==> src/rtl/ddfs_ctrl_pkg.sv <==
// Shared types and constants for the DDFS control slice (voice allocator, LRU).
package ddfs_ctrl_pkg;

  localparam int unsigned NUM_VOICES = 8;
  localparam int unsigned VIDX_W     = $clog2(NUM_VOICES);
  localparam int unsigned NOTE_W     = 7;
  localparam int unsigned FCCW_W     = 30;
  localparam int unsigned ADDR_W     = 5;
  localparam int unsigned DATA_W     = 32;

  localparam logic [ADDR_W-1:0] DDFS_ADDR_FCCW  = 5'd0;
  localparam logic [ADDR_W-1:0] DDFS_ADDR_TRACK = 5'd5;

  typedef enum logic [2:0] {
    IDLE,
    ALLOC,
    WR_TRACK,
    WR_FCCW,
    DONE
  } state_t;

  // One slot-interface write beat toward the DDFS core.
  typedef struct packed {
    logic              cs;
    logic              write;
    logic [ADDR_W-1:0] addr;
    logic [DATA_W-1:0] data;
  } ddfs_wr_t;

endpackage

==> src/rtl/ddfs_voice_alloc_if.sv <==
// Request handshake, DDFS slot bus and status signals of the voice allocator.
interface ddfs_voice_alloc_if
  import ddfs_ctrl_pkg::*;
#(
  parameter int unsigned PW = FCCW_W
);

  logic                  req_valid;
  logic                  req_ready;
  logic                  req_on;
  logic [NOTE_W-1:0]     req_note;
  logic [PW-1:0]         req_fccw;

  logic                  ddfs_cs;
  logic                  ddfs_write;
  logic [ADDR_W-1:0]     ddfs_addr;
  logic [DATA_W-1:0]     ddfs_wr_data;

  logic                  done;
  logic [VIDX_W-1:0]     done_voice;
  logic                  drop;
  logic                  steal;
  logic [NUM_VOICES-1:0] voice_active;

  modport slave (
    input  req_valid, req_on, req_note, req_fccw,
    output req_ready, ddfs_cs, ddfs_write, ddfs_addr, ddfs_wr_data,
    output done, done_voice, drop, steal, voice_active
  );

  modport master (
    output req_valid, req_on, req_note, req_fccw,
    input  req_ready, ddfs_cs, ddfs_write, ddfs_addr, ddfs_wr_data,
    input  done, done_voice, drop, steal, voice_active
  );

endinterface

==> src/rtl/ddfs_voice_lru.sv <==
// Per-voice recency ranks (permutation of 0..NUM_VOICES-1); rank 0 = most recent.
module ddfs_voice_lru
  import ddfs_ctrl_pkg::*;
(
  input  logic              clk,
  input  logic              reset,
  input  logic              touch,
  input  logic [VIDX_W-1:0] touch_voice,
  output logic [VIDX_W-1:0] lru_voice_c
);

  logic [VIDX_W-1:0] rank_q [NUM_VOICES];

  // Touched voice moves to rank 0; everything more recent than it ages by one.
  always_ff @(posedge clk or posedge reset) begin
    if (reset) begin
      for (int i = 0; i < int'(NUM_VOICES); i++) rank_q[i] <= VIDX_W'(i);
    end else if (touch) begin
      for (int i = 0; i < int'(NUM_VOICES); i++) begin
        if (VIDX_W'(i) == touch_voice) begin
          rank_q[i] <= '0;
        end else if (rank_q[i] < rank_q[touch_voice]) begin
          rank_q[i] <= rank_q[i] + VIDX_W'(1);
        end
      end
    end
  end

  always_comb begin
    lru_voice_c = '0;
    for (int i = 0; i < int'(NUM_VOICES); i++) begin
      if (rank_q[i] == VIDX_W'(NUM_VOICES - 1)) lru_voice_c = VIDX_W'(i);
    end
  end

endmodule

==> src/rtl/ddfs_voice_alloc.sv <==
// Note-on/off to DDFS voice allocator issuing track-select then FCCW writes.
// Optional build macro: VOICE_STEAL_EN (steal LRU voice when all voices are busy).
module ddfs_voice_alloc
  import ddfs_ctrl_pkg::*;
#(
  parameter int unsigned PW = FCCW_W
)(
  input  logic               clk,
  input  logic               reset,
  ddfs_voice_alloc_if.slave  bus
);

  state_t state_q, state_d;

  logic              lat_on_q;
  logic [NOTE_W-1:0] lat_note_q;
  logic [PW-1:0]     lat_fccw_q;

  logic [VIDX_W-1:0] sel_voice_q, sel_voice_d;
  logic              sel_drop_q,  sel_drop_d;
  logic              sel_steal_q, sel_steal_d;

  logic [NUM_VOICES-1:0] active_q;
  logic [NOTE_W-1:0]     note_q [NUM_VOICES];

  ddfs_wr_t          wr_q, wr_d;
  logic              req_ready_q, req_ready_d;
  logic              done_q, done_d;
  logic [VIDX_W-1:0] done_voice_q, done_voice_d;
  logic              drop_q, drop_d;
  logic              steal_q, steal_d;

  logic              hit;
  logic [VIDX_W-1:0] hit_idx;
  logic              free;
  logic [VIDX_W-1:0] free_idx;
  logic [VIDX_W-1:0] lru_voice_c;
  logic              touch;
  logic              accept;

  assign accept = bus.req_valid & req_ready_q;
  assign touch  = (state_q == DONE) & lat_on_q & ~sel_drop_q;

  ddfs_voice_lru u_lru (
    .clk         (clk),
    .reset       (reset),
    .touch       (touch),
    .touch_voice (sel_voice_q),
    .lru_voice_c (lru_voice_c)
  );

`ifndef VOICE_STEAL_EN
  logic unused_lru;
  assign unused_lru = ^lru_voice_c;
`endif

  // Note-table lookup: lowest-index match and lowest-index free voice.
  always_comb begin
    hit      = 1'b0;
    hit_idx  = '0;
    free     = 1'b0;
    free_idx = '0;
    for (int i = int'(NUM_VOICES) - 1; i >= 0; i--) begin
      if (active_q[i] && (note_q[i] == lat_note_q)) begin
        hit     = 1'b1;
        hit_idx = VIDX_W'(i);
      end
      if (!active_q[i]) begin
        free     = 1'b1;
        free_idx = VIDX_W'(i);
      end
    end
  end

  always_ff @(posedge clk or posedge reset) begin
    if (reset) begin
      state_q     <= IDLE;
      sel_voice_q <= '0;
      sel_drop_q  <= 1'b0;
      sel_steal_q <= 1'b0;
    end else begin
      state_q     <= state_d;
      sel_voice_q <= sel_voice_d;
      sel_drop_q  <= sel_drop_d;
      sel_steal_q <= sel_steal_d;
    end
  end

  // Next state plus next values of the registered outputs.
  always_comb begin
    state_d      = state_q;
    sel_voice_d  = sel_voice_q;
    sel_drop_d   = sel_drop_q;
    sel_steal_d  = sel_steal_q;
    wr_d         = '0;
    req_ready_d  = 1'b0;
    done_d       = 1'b0;
    done_voice_d = '0;
    drop_d       = 1'b0;
    steal_d      = 1'b0;

    case (state_q)
      IDLE: begin
        if (accept) state_d = ALLOC;
      end
      ALLOC: begin
        sel_voice_d = '0;
        sel_drop_d  = 1'b0;
        sel_steal_d = 1'b0;
        if (lat_on_q) begin
          if (hit) begin
            sel_voice_d = hit_idx;
          end else if (free) begin
            sel_voice_d = free_idx;
          end else begin
`ifdef VOICE_STEAL_EN
            sel_voice_d = lru_voice_c;
            sel_steal_d = 1'b1;
`else
            sel_drop_d  = 1'b1;
`endif
          end
        end else if (hit) begin
          sel_voice_d = hit_idx;
        end else begin
          sel_drop_d = 1'b1;
        end
        state_d = sel_drop_d ? DONE : WR_TRACK;
      end
      WR_TRACK: state_d = WR_FCCW;
      WR_FCCW:  state_d = DONE;
      DONE:     state_d = IDLE;
      default:  state_d = IDLE;
    endcase

    case (state_d)
      IDLE: req_ready_d = 1'b1;
      WR_TRACK: begin
        wr_d.cs    = 1'b1;
        wr_d.write = 1'b1;
        wr_d.addr  = DDFS_ADDR_TRACK;
        wr_d.data  = DATA_W'(sel_voice_d);
      end
      WR_FCCW: begin
        wr_d.cs    = 1'b1;
        wr_d.write = 1'b1;
        wr_d.addr  = DDFS_ADDR_FCCW;
        wr_d.data  = lat_on_q ? DATA_W'(lat_fccw_q) : '0;
      end
      DONE: begin
        done_d       = 1'b1;
        done_voice_d = sel_voice_d;
        drop_d       = sel_drop_d;
        steal_d      = sel_steal_d;
      end
      default: ;
    endcase
  end

  always_ff @(posedge clk or posedge reset) begin
    if (reset) begin
      wr_q         <= '0;
      req_ready_q  <= 1'b1;
      done_q       <= 1'b0;
      done_voice_q <= '0;
      drop_q       <= 1'b0;
      steal_q      <= 1'b0;
    end else begin
      wr_q         <= wr_d;
      req_ready_q  <= req_ready_d;
      done_q       <= done_d;
      done_voice_q <= done_voice_d;
      drop_q       <= drop_d;
      steal_q      <= steal_d;
    end
  end

  // Request capture; the source holds its request stable until accepted.
  always_ff @(posedge clk or posedge reset) begin
    if (reset) begin
      lat_on_q   <= 1'b0;
      lat_note_q <= '0;
      lat_fccw_q <= '0;
    end else if (accept) begin
      lat_on_q   <= bus.req_on;
      lat_note_q <= bus.req_note;
      lat_fccw_q <= bus.req_fccw;
    end
  end

  // Voice table commits when the request completes.
  always_ff @(posedge clk or posedge reset) begin
    if (reset) begin
      active_q <= '0;
      for (int i = 0; i < int'(NUM_VOICES); i++) note_q[i] <= '0;
    end else if ((state_q == DONE) && !sel_drop_q) begin
      if (lat_on_q) begin
        active_q[sel_voice_q] <= 1'b1;
        note_q[sel_voice_q]   <= lat_note_q;
      end else begin
        active_q[sel_voice_q] <= 1'b0;
        note_q[sel_voice_q]   <= '0;
      end
    end
  end

  assign bus.req_ready    = req_ready_q;
  assign bus.ddfs_cs      = wr_q.cs;
  assign bus.ddfs_write   = wr_q.write;
  assign bus.ddfs_addr    = wr_q.addr;
  assign bus.ddfs_wr_data = wr_q.data;
  assign bus.done         = done_q;
  assign bus.done_voice   = done_voice_q;
  assign bus.drop         = drop_q;
  assign bus.steal        = steal_q;
  assign bus.voice_active = active_q;

endmodule

==> src/flat_wrapper.sv <==
// flat-port wrapper written by rule: the top's interface ports become plain ports
module ddfs_voice_alloc_flat import ddfs_ctrl_pkg::*;
#(
  parameter int unsigned PW = FCCW_W
)
  (clk, reset, bus_req_valid, bus_req_on, bus_req_note, bus_req_fccw, bus_req_ready, bus_ddfs_cs, bus_ddfs_write, bus_ddfs_addr, bus_ddfs_wr_data, bus_done, bus_done_voice, bus_drop, bus_steal, bus_voice_active);
  ddfs_voice_alloc_if #(.PW(PW)) bus_i ();
  input  logic clk;
  input  logic reset;
  input wire logic [$bits(bus_i.req_valid)-1:0] bus_req_valid;
  input wire logic [$bits(bus_i.req_on)-1:0] bus_req_on;
  input wire logic [$bits(bus_i.req_note)-1:0] bus_req_note;
  input wire logic [$bits(bus_i.req_fccw)-1:0] bus_req_fccw;
  output wire logic [$bits(bus_i.req_ready)-1:0] bus_req_ready;
  output wire logic [$bits(bus_i.ddfs_cs)-1:0] bus_ddfs_cs;
  output wire logic [$bits(bus_i.ddfs_write)-1:0] bus_ddfs_write;
  output wire logic [$bits(bus_i.ddfs_addr)-1:0] bus_ddfs_addr;
  output wire logic [$bits(bus_i.ddfs_wr_data)-1:0] bus_ddfs_wr_data;
  output wire logic [$bits(bus_i.done)-1:0] bus_done;
  output wire logic [$bits(bus_i.done_voice)-1:0] bus_done_voice;
  output wire logic [$bits(bus_i.drop)-1:0] bus_drop;
  output wire logic [$bits(bus_i.steal)-1:0] bus_steal;
  output wire logic [$bits(bus_i.voice_active)-1:0] bus_voice_active;
  assign bus_i.req_valid = bus_req_valid;
  assign bus_i.req_on = bus_req_on;
  assign bus_i.req_note = bus_req_note;
  assign bus_i.req_fccw = bus_req_fccw;
  assign bus_req_ready = bus_i.req_ready;
  assign bus_ddfs_cs = bus_i.ddfs_cs;
  assign bus_ddfs_write = bus_i.ddfs_write;
  assign bus_ddfs_addr = bus_i.ddfs_addr;
  assign bus_ddfs_wr_data = bus_i.ddfs_wr_data;
  assign bus_done = bus_i.done;
  assign bus_done_voice = bus_i.done_voice;
  assign bus_drop = bus_i.drop;
  assign bus_steal = bus_i.steal;
  assign bus_voice_active = bus_i.voice_active;
  ddfs_voice_alloc #(.PW(PW)) u_core (.clk(clk), .reset(reset), .bus(bus_i));
endmodule
==> config.mk <==
export PLATFORM = sky130hd
export DESIGN_NAME = ddfs_voice_alloc_flat
export DESIGN_NICKNAME = d
export VERILOG_FILES = /design/src/rtl/ddfs_ctrl_pkg.sv /design/src/rtl/ddfs_voice_alloc_if.sv /design/src/rtl/ddfs_voice_lru.sv /design/src/rtl/ddfs_voice_alloc.sv /design/src/flat_wrapper.sv
export SDC_FILE = /design/constraint.sdc
export NUM_CORES = 1
export LEC_CHECK = 0
export CAP_MARGIN = 15
export CORE_MARGIN = 2
export CORE_UTILIZATION = 40
export CTS_BUF_LIST = sky130_fd_sc_hd__clkbuf_8 sky130_fd_sc_hd__clkbuf_16
export CTS_CLUSTER_SIZE = 12
export DETAILED_ROUTE_END_ITERATION = 8
export SYNTH_ARGS = -nofsm -noshare
export SYNTH_HDL_FRONTEND = slang
export SYNTH_HIERARCHICAL = 1
export SYNTH_SLANG_ARGS = --single-unit
==> constraint.sdc <==
create_clock -name clk -period 6.7 [get_ports clk]
set_input_delay 1.34 -clock clk [delete_from_list [all_inputs] [get_ports clk]]
set_output_delay 1.34 -clock clk [all_outputs]
set_load 0.01 [all_outputs]
# [Word level (Yosys, flattened, before mapping)]
# Index checks and enable logic that the tools add are counted.
[word_totals] output_inout_bits=54 in_bits=41 word_cells=126 reg_bits=156
[op_classes] n_eq_ne=15 muxes=61 magnitude_cmp=4 bitwise_logic=7 n_reduce_logical=14
[op_table] op="one-hot mux 39 bit (2 select lines)" n=1
[op_table] op="two-way mux 3 bit" n=24
[op_table] op="bitwise AND 56 bit" n=1
[op_table] op="bitwise mux 56 bit" n=1
[op_table] op="equality test 7 bit" n=8
[op_table] op="two-way mux 56 bit" n=1
[op_table] op="inverter 56 bit" n=1
[op_table] op="two-way mux 30 bit" n=1
[op_table] op="two-way mux 1 bit" n=28
[op_table] op="demux 7 bit (select 3 bit)" n=1
[op_table] op="equality test 3 x 2 -> 1 bit (second input constant)" n=4
[op_table] op="one-hot mux 3 bit (4 select lines)" n=1
[op_table] op="logical AND 1 bit" n=11
[op_table] op="bitwise AND 8 bit" n=1
[op_table] op="two-way mux 8 bit" n=1
[op_table] op="inverter 8 bit" n=1
[op_table] op="OR 8 bit" n=1
[op_table] op="two-way mux 7 bit" n=1
[op_table] op="equality test 3 bit (second input constant)" n=2
[op_table] op="zero test 3 bit" n=2
[op_table] op=">= comparator 4 bit (second input constant)" n=1
[op_table] op="< comparator 3 x 4 -> 1 bit (second input constant)" n=1
[op_table] op="< comparator 4 x 1 -> 1 bit (second input constant)" n=1
[op_table] op="inverter 3 -> 4 bit" n=1
[op_table] op="5 further kinds" n=5

# [Longest topological paths before layout]
# Gate-level depths: netlist of the first run.
[depth] depth_word=17 mapped_depth=8 ltp_nobuf=7

# [Worst setup path before layout of the first run]
# Ideal clock, no wire load.
[synth_path] path_type="input -> register" from="in bus_req_valid" to="reg u_core.lat_fccw_q[10]" setup_slack_ns=4.124 t_arrival_ns=2.451 cell_stages=4 n_path_buf=2 t_required_ns=6.575 setup_time_ns=0.125 path_cell_list="nand2_1 -> clkbuf_1 -> buf_1 -> mux2_2"
[synth_between] elab_chain_cells=1
[synth_lines] item="from (decl)" line_no="flat_wrapper.sv:10" text="input wire logic [$bits(bus_i.req_valid)-1:0] bus_req_valid;"
[synth_lines] item="bitwise AND 1 bit" line_no="ddfs_voice_alloc.sv:41" text="assign accept = bus.req_valid & req_ready_q;"
[synth_lines] item="to (signal assigned)" line_no="ddfs_voice_alloc.sv:187" text="lat_fccw_q <= bus.req_fccw;"
[synth_lines] item="to (decl)" line_no="ddfs_voice_alloc.sv:17" text="logic [PW-1:0] lat_fccw_q;"
# No other way between the ends.
# A chain may end at the register's enable or synchronous reset.

# [Worst setup path in the final report of the first run]
[layout_path] from="reg u_core.req_ready_q, in the netlist u_core/bus.req_ready" to="out bus_req_ready"
[layout_rtl] item="from (decl)" line_no="ddfs_voice_alloc.sv:27" text="logic req_ready_q, req_ready_d;"
[layout_rtl] item="from (signal assigned)" line_no="ddfs_voice_alloc.sv:170" text="req_ready_q <= req_ready_d;"
[layout_rtl] item="to (decl)" line_no="flat_wrapper.sv:14" text="output wire logic [$bits(bus_i.req_ready)-1:0] bus_req_ready;"
# No word-level cell between the ends.

==> flow_summary.json, run 1 <==
{
  "status": "complete, no violations",
  "rsz0062_at_grt": "false",
  "cts_tree": "built",
  "synthCells": 515,
  "setup_violations": 0,
  "routedWlPerCell_um": 16.33,
  "dpl-instance-area_mm2": 0.007382,
  "cp_slowest_cell": "dfstp_2",
  "dr.pass1.iters": 4,
  "leakagePower_nw": 3.478,
  "multi_input_area_mm2": 0.002452,
  "cts.path.max_buffers": 2,
  "fill_cells": 1373,
  "crit_path_max_fanout": 3,
  "cpLargestDelayFamily": "flip-flops",
  "seq_area_frac_synth_pct": 58.80,
  "synthDistinctLibCells": 43,
  "placed_cells": 796,
  "die_y_um": 129.9,
  "async_flop_share_pct": 100.0,
  "grt_max_degree": 98,
  "relSlewSlack_pct": 35.95,
  "track_usage_pct": 17.53,
  "clk_pin_slew_ns": 0.06,
  "vias": 3992,
  "route.detailed.drc": 0,
  "max_freq_ghz": 0.3494,
  "finalCritPeriodShare_pct": 42.71,
  "yosysTopAreaCell": "dfrtp_1",
  "skew_ns": 0.006682,
  "grt-ovfl-total": 0,
  "register_area_mm2": 0.003730,
  "final_cells": 828,
  "hp-class": "register to register",
  "die_w_um": 129.9,
  "routabilityCongestion": 0.7806,
  "cts_root_buf": "clkbuf_16",
  "finalNetCount": 640,
  "cp_cell_sequence": "clkdlybuf4s50_1",
  "post_cts_resized": 0,
  "hold_buffers": 0,
  "synthTopCellsByArea": "dfrtp_1 58%, mux2_2 13%, xnor2_1 5.9%, and2_1 3.5%, nand2_1 3.4%",
  "cts-buffers-inserted": 17,
  "synth_top_area_share_pct": 58.38,
  "cp-end-kind": "output pin",
  "avgSynthCellArea_um2": 12.32,
  "dp_hpwl_um": 9096,
  "synth_ff_type": "dfrtp_1",
  "startpoint_type": "register",
  "core_mm2": 0.01571,
  "drv_slew": 0,
  "place.port_buffers": 89,
  "clk_latency_ns": 0.42,
  "antenna_found_initial": 0,
  "drtIter0Drc": 234,
  "peakVddDrop_mv": 0.1803,
  "synth-seq-cells": 149,
  "clock_sinks": 149,
  "design_area_mm2": 0.008000,
  "crit_type": "register to output pin",
  "cts_setup_buffers": 0,
  "htreeDepth": 4,
  "io_pins": 95,
  "maxCapViolations": 0,
  "drive_gt1_share_pct": 20.42,
  "crit_path_max_incr_delay_ns": 0.55,
  "ys_warn_count": 6,
  "synth_edf_count": 0,
  "grt_pass1_vias": 4096,
  "finalHoldViolCount": 0,
  "fin_crit_ns": 2.862,
  "ant_nets": 0,
  "start_util_pct": 40.37,
  "n_antenna_cell": 0,
  "grt_pass1_wl_um": 22120,
  "path_buf_inv": 1,
  "powerDensity_mw_per_mm2": 388.1,
  "area_growth_pct": 26.11,
  "setup_tns_ns": 0,
  "viasPerCell": 4.821,
  "worst_ep_required_time_ns": 5.36,
  "syn-cell-area_mm2": 0.006344,
  "die_area_mm2": 0.01688,
  "tightest_slew_ns": 0.9576,
  "critPathArrivalTime_ns": 1.52,
  "rows": 46,
  "wl_um": 13520
}
==> logic make-up after synthesis <==
family	Yosys count	share of synthesized area, %
compound gates	51	4.695
xor+xnor	56	7.732
buf+inv	35	2.959
flops	149	58.80
mux	72	12.78
other cells	1	0.05911
simple gates	151	12.98
==> final cells by class <==
class / count / area share, %
clock buffers: 17 / 5.317
clock inverters: 15 / 2.409
repair buffers: 91 / 11.32
well taps: 216 / 3.378
inverters: 5 / 0.2972
flip-flops and latches: 149 / 46.62
multi-input cells: 335 / 30.65
==> report_power, final <==
group | leakage, nW | internal, mW | switching (mW) | total, mW
sequential | 1.97 | 1.11 | 0.244 | 1.35
combinational | 1.21 | 0.429 | 0.337 | 0.766
clock | 0.295 | 0.596 | 0.389 | 0.985
total | 3.48 | 2.13 | 0.970 | 3.11
==> state kept, by name (all words and copies together) (netlist names), named ones only <==
register	flops
u_core/bus.ddfs_addr	1
u_core/bus.ddfs_cs	1
u_core/bus.ddfs_wr_data	30
u_core/bus.done	1
u_core/bus.done_voice	3
u_core/bus.drop	1
u_core/bus.req_ready	1
u_core/bus.steal	1
u_core/lat_fccw_q	30
u_core/lat_note_q	7
u_core/lat_on_q	1
u_core/note_q	56
u_core/sel_drop_q	1
u_core/sel_steal_q	1
u_core/sel_voice_q	3
u_core/state_q	3
==> Yosys cell counts, drive strengths merged (4+ instances only) <==
master  number
a21oi        7
inv          5
nand2b       4
dfrtp      148
xnor2       43
nor2        11
nand2       57
nand3        7
xor2        13
nand4       14
clkbuf      14
buf         16
mux2        72
o21ai       34
and2        40
==> cell usage in the layout (no fill, tap or decap), types with 2 or more instances in the layout <==
master / n
clkinvlp_4: 3
nor4_1: 3
nor3b_2: 2
nand2b_1: 4
nand2_1: 57
clkbuf_16: 17
and2_1: 35
and2_2: 5
inv_8: 2
nand4_1: 14
dfrtp_1: 148
mux2_2: 72
nand3_1: 7
buf_4: 2
nand3b_1: 2
xor2_1: 13
clkdlybuf4s50_1: 89
conb_1: 5
or3_1: 2
xnor2_1: 43
a21oi_1: 6
bufinv_16: 3
o21ai_0: 34
nor2_1: 11
inv_6: 6
inv_1: 4
==> layer usage <==
layer / wire length [um] / part of all wire (%) / track usage (%) / up-vias
met3: 587 / 4.3 / 5.166 / 15
met4: 201 / 1.5 / 6.262 / 0
li1: - / - / - / 1901
met2: 6413 / 47 / 26.61 / 88
met5: 0 / 0 / 0 / -
met1: 6320 / 47 / 24.11 / 1988
==> final timing paths <==
kind                                               endpoint  slack, ns                   from  cells after the start
max in group asynchronous             u_core/sel_voice_q[0]       3.97                  reset                      3
worst min-delay path            u_core/bus.ddfs_wr_data[20]       0.47  u_core/lat_fccw_q[20]                      1
min in group asynchronous       u_core/bus.ddfs_wr_data[27]       1.49                  reset                      2
worst max register to register     u_core/bus.done_voice[0]       4.05   u_core/lat_note_q[4]                      7
worst max-delay path                          bus_req_ready       3.84   u_core/bus.req_ready                      1
worst min register to register  u_core/bus.ddfs_wr_data[20]       0.47  u_core/lat_fccw_q[20]                      1
==> through the flow <==
| stage | utilization, % | setup WS [ns] | power [mW] | hold slack [ns] |
|---|---|---|---|---|
| 2_1_floorplan | - | 1.354 | 1.871 | 0.4409 |
| 3_3_place_gp | 46.98 | 3.493 | 2.121 | 0.4568 |
| 3_5_place_dp | 46.98 | 3.430 | 2.139 | 0.4600 |
| 4_1_cts | 50.92 | 3.818 | 3.141 | 0.4734 |
| 5_1_grt | 50.92 | 3.689 | 3.298 | 0.4920 |
| 6_report | 50.92 | 3.838 | 3.105 | 0.4726 |
Note: power is estimated with default switching activity, not from simulation.
==> run 2: changes to the inputs <==
==> constraint.sdc (replaced) <==
create_clock -name clk -period 2.5 [get_ports clk]
set_input_delay 0.5 -clock clk [delete_from_list [all_inputs] [get_ports clk]]
set_output_delay 0.5 -clock clk [all_outputs]
set_load 0.01 [all_outputs]
==> flow_summary.json, run 2 (synthesis gave the netlist of run 1 again) <==
{
  "drv_slew": 0,
  "powerDensity_mw_per_mm2": 1017,
  "maxCapViolations": 0,
  "design_area_mm2": 0.008148,
  "cts_root_buf": "clkbuf_16",
  "place.port_buffers": 89,
  "grt_max_degree": 62,
  "critPathArrivalTime_ns": 2.64,
  "crit_path_max_fanout": 7,
  "startpoint_type": "register",
  "setup_violations": 0,
  "cts_tree": "built",
  "die_w_um": 129.9,
  "die_y_um": 129.9,
  "cts-buffers-inserted": 17,
  "cts_setup_buffers": 0,
  "io_pins": 95,
  "skew_ns": 0.007914,
  "max_freq_ghz": 0.4266,
  "wl_um": 14500,
  "timing.hold.ws_ns": 0.3197,
  "crit_type": "register to register",
  "dp_slack_ns": 0.09144,
  "drtIter0Drc": 296,
  "die_area_mm2": 0.01688,
  "cts.path.max_buffers": 2,
  "area_growth_pct": 28.44,
  "routabilityCongestion": 0.9074,
  "route.detailed.drc": 0,
  "clock_sinks": 149,
  "leakagePower_nw": 3.592,
  "tightest_slew_ns": 0.5846,
  "routedWlPerCell_um": 17.06,
  "final_common_cell": "dfrtp_1",
  "dpl-instance-area_mm2": 0.007572,
  "viasPerCell": 4.836,
  "clk_pin_slew_ns": 0.06,
  "setup_tns_ns": 0,
  "finalHoldViolCount": 0,
  "grt_pass1_vias": 4257,
  "track_usage_pct": 18.38,
  "largest-register": "u_core/note_q",
  "vias": 4111,
  "fin_crit_ns": 2.344,
  "final_util_pct": 51.86,
  "worst-r2r-cell-count": 7,
  "dp_hpwl_um": 10080,
  "clk_latency_ns": 0.42,
  "status": "complete, no violations",
  "final_cell_mix": "145 x dfrtp_1, 89 x clkdlybuf4s50_1, 72 x mux2_2",
  "grt_pass1_wl_um": 23060,
  "grt-ovfl-total": 0,
  "fill_cells": 1374,
  "finalNetCount": 663,
  "ant_nets": 0,
  "rsz0062_at_grt": "false",
  "cp-end-kind": "register",
  "largest_reg_flops": 56,
  "finalCritPeriodShare_pct": 93.76,
  "worst_ep_required_time_ns": 2.79,
  "worst_slack_ns": 0.1560,
  "htreeDepth": 4,
  "relSlewSlack_pct": 61.03,
  "hp-class": "primary input to asynchronous set/reset pin",
  "n_antenna_cell": 0,
  "peakVddDrop_mv": 0.4658,
  "rows": 46,
  "drive_gt1_share_pct": 23.50,
  "start_util_pct": 40.37,
  "core_mm2": 0.01571,
  "dr.pass1.iters": 4,
  "antenna_found_initial": 0
}
run 2: cell count changes in the layout (fill, tap and decap cells not counted), moves of 3 or more:
cell	previous run	this run
buf_4	2	23
dfrtp_1	148	145
clkinv_2	1	5
inv_6	6	2
dfrtp_2	0	3
run 2: timing repair:
action	4_1_cts	5_1_grt
hold buffers	0	0
resized for setup	0	3
setup endpoints to repair	0	2
run 2: path summary, 6_finish.rpt:
check / slack, ns / start / to
max in group asynchronous: 1.39 / reset / u_core/lat_note_q[3]
worst max-delay path: 0.16 / u_core/lat_note_q[4] / u_core/bus.done_voice[0]
worst min-delay path: 0.32 / reset / u_core/note_q[51]
min in group clk: 0.47 / u_core/lat_fccw_q[5] / u_core/bus.ddfs_wr_data[5]
worst min register to register: 0.47 / u_core/lat_fccw_q[5] / u_core/bus.ddfs_wr_data[5]
worst max register to register: 0.16 / u_core/lat_note_q[4] / u_core/bus.done_voice[0]
run 2: stage by stage:
stage,instances,total power [mW]
2_1_floorplan,519,5.014
3_3_place_gp,819,5.787
3_5_place_dp,819,5.852
4_1_cts,850,8.370
5_1_grt,850,8.752
6_report,850,8.283
run 2: critical path, cell delays in order, from the launching register on:
cell      delay, ns
dfrtp_2        0.48
xor2_1         0.18
nor4_1         0.47
and4_4         0.35
nor4b_4        0.06
a31o_2         0.22
o21bai_1       0.35
a21boi_1       0.12
run 2: where the power goes:
| part | total, mW | internal [mW] | switching, mW |
|---|---|---|---|
| Sequential | 3.42 | 2.99 | 0.428 |
| Clock | 2.47 | 1.49 | 0.981 |
| Combinational | 2.40 | 1.26 | 1.14 |
| Total | 8.28 | 5.73 | 2.55 |
run 2: layer usage:
| metal | track usage [%] | wire length (um) | up-vias |
|---|---|---|---|
| li1 | - | - | 1934 |
| met1 | 23.79 | 6382 | 2042 |
| met2 | 28.46 | 6912 | 109 |
| met3 | 5.166 | 756 | 26 |
| met4 | 9.235 | 449 | 0 |
| met5 | 0 | 0 | - |
run 2: layout make-up:
class / count / area (um2) / share of cell area (%)
clock buffer: 18 / 439.2 / 5.390
multi-input combinational: 335 / 2446 / 30.02
timing repair buffer: 114 / 1104 / 13.54
tap: 216 / 270.3 / 3.317
inverter: 5 / 22.52 / 0.2764
sequential: 149 / 3734 / 45.82
clock inverter: 13 / 132.6 / 1.628
==> run 3: changes to the inputs <==
--- a/config.mk
+++ b/config.mk
@@ -5,7 +5,7 @@
 export SDC_FILE = /design/constraint.sdc
 export NUM_CORES = 1
 export LEC_CHECK = 0
-export CAP_MARGIN = 15
+export CAP_MARGIN = 20
 export CORE_MARGIN = 2
 export CORE_UTILIZATION = 40
 export CTS_BUF_LIST = sky130_fd_sc_hd__clkbuf_8 sky130_fd_sc_hd__clkbuf_16
==> constraint.sdc (replaced) <==
create_clock -name clk -period 2.5 [get_ports clk]
set_input_delay 0.5 -clock clk [delete_from_list [all_inputs] [get_ports clk]]
set_output_delay 0.5 -clock clk [all_outputs]
set_load 0.05 [all_outputs]
==> results of run 3 <==
The final DEF is identical to that of run 2. Status: complete, no violations.
Among the figures that moved: total power 8.283 mW -> 8.703 mW; worst IR drop on VDD 0.4658 mV -> 0.4838 mV
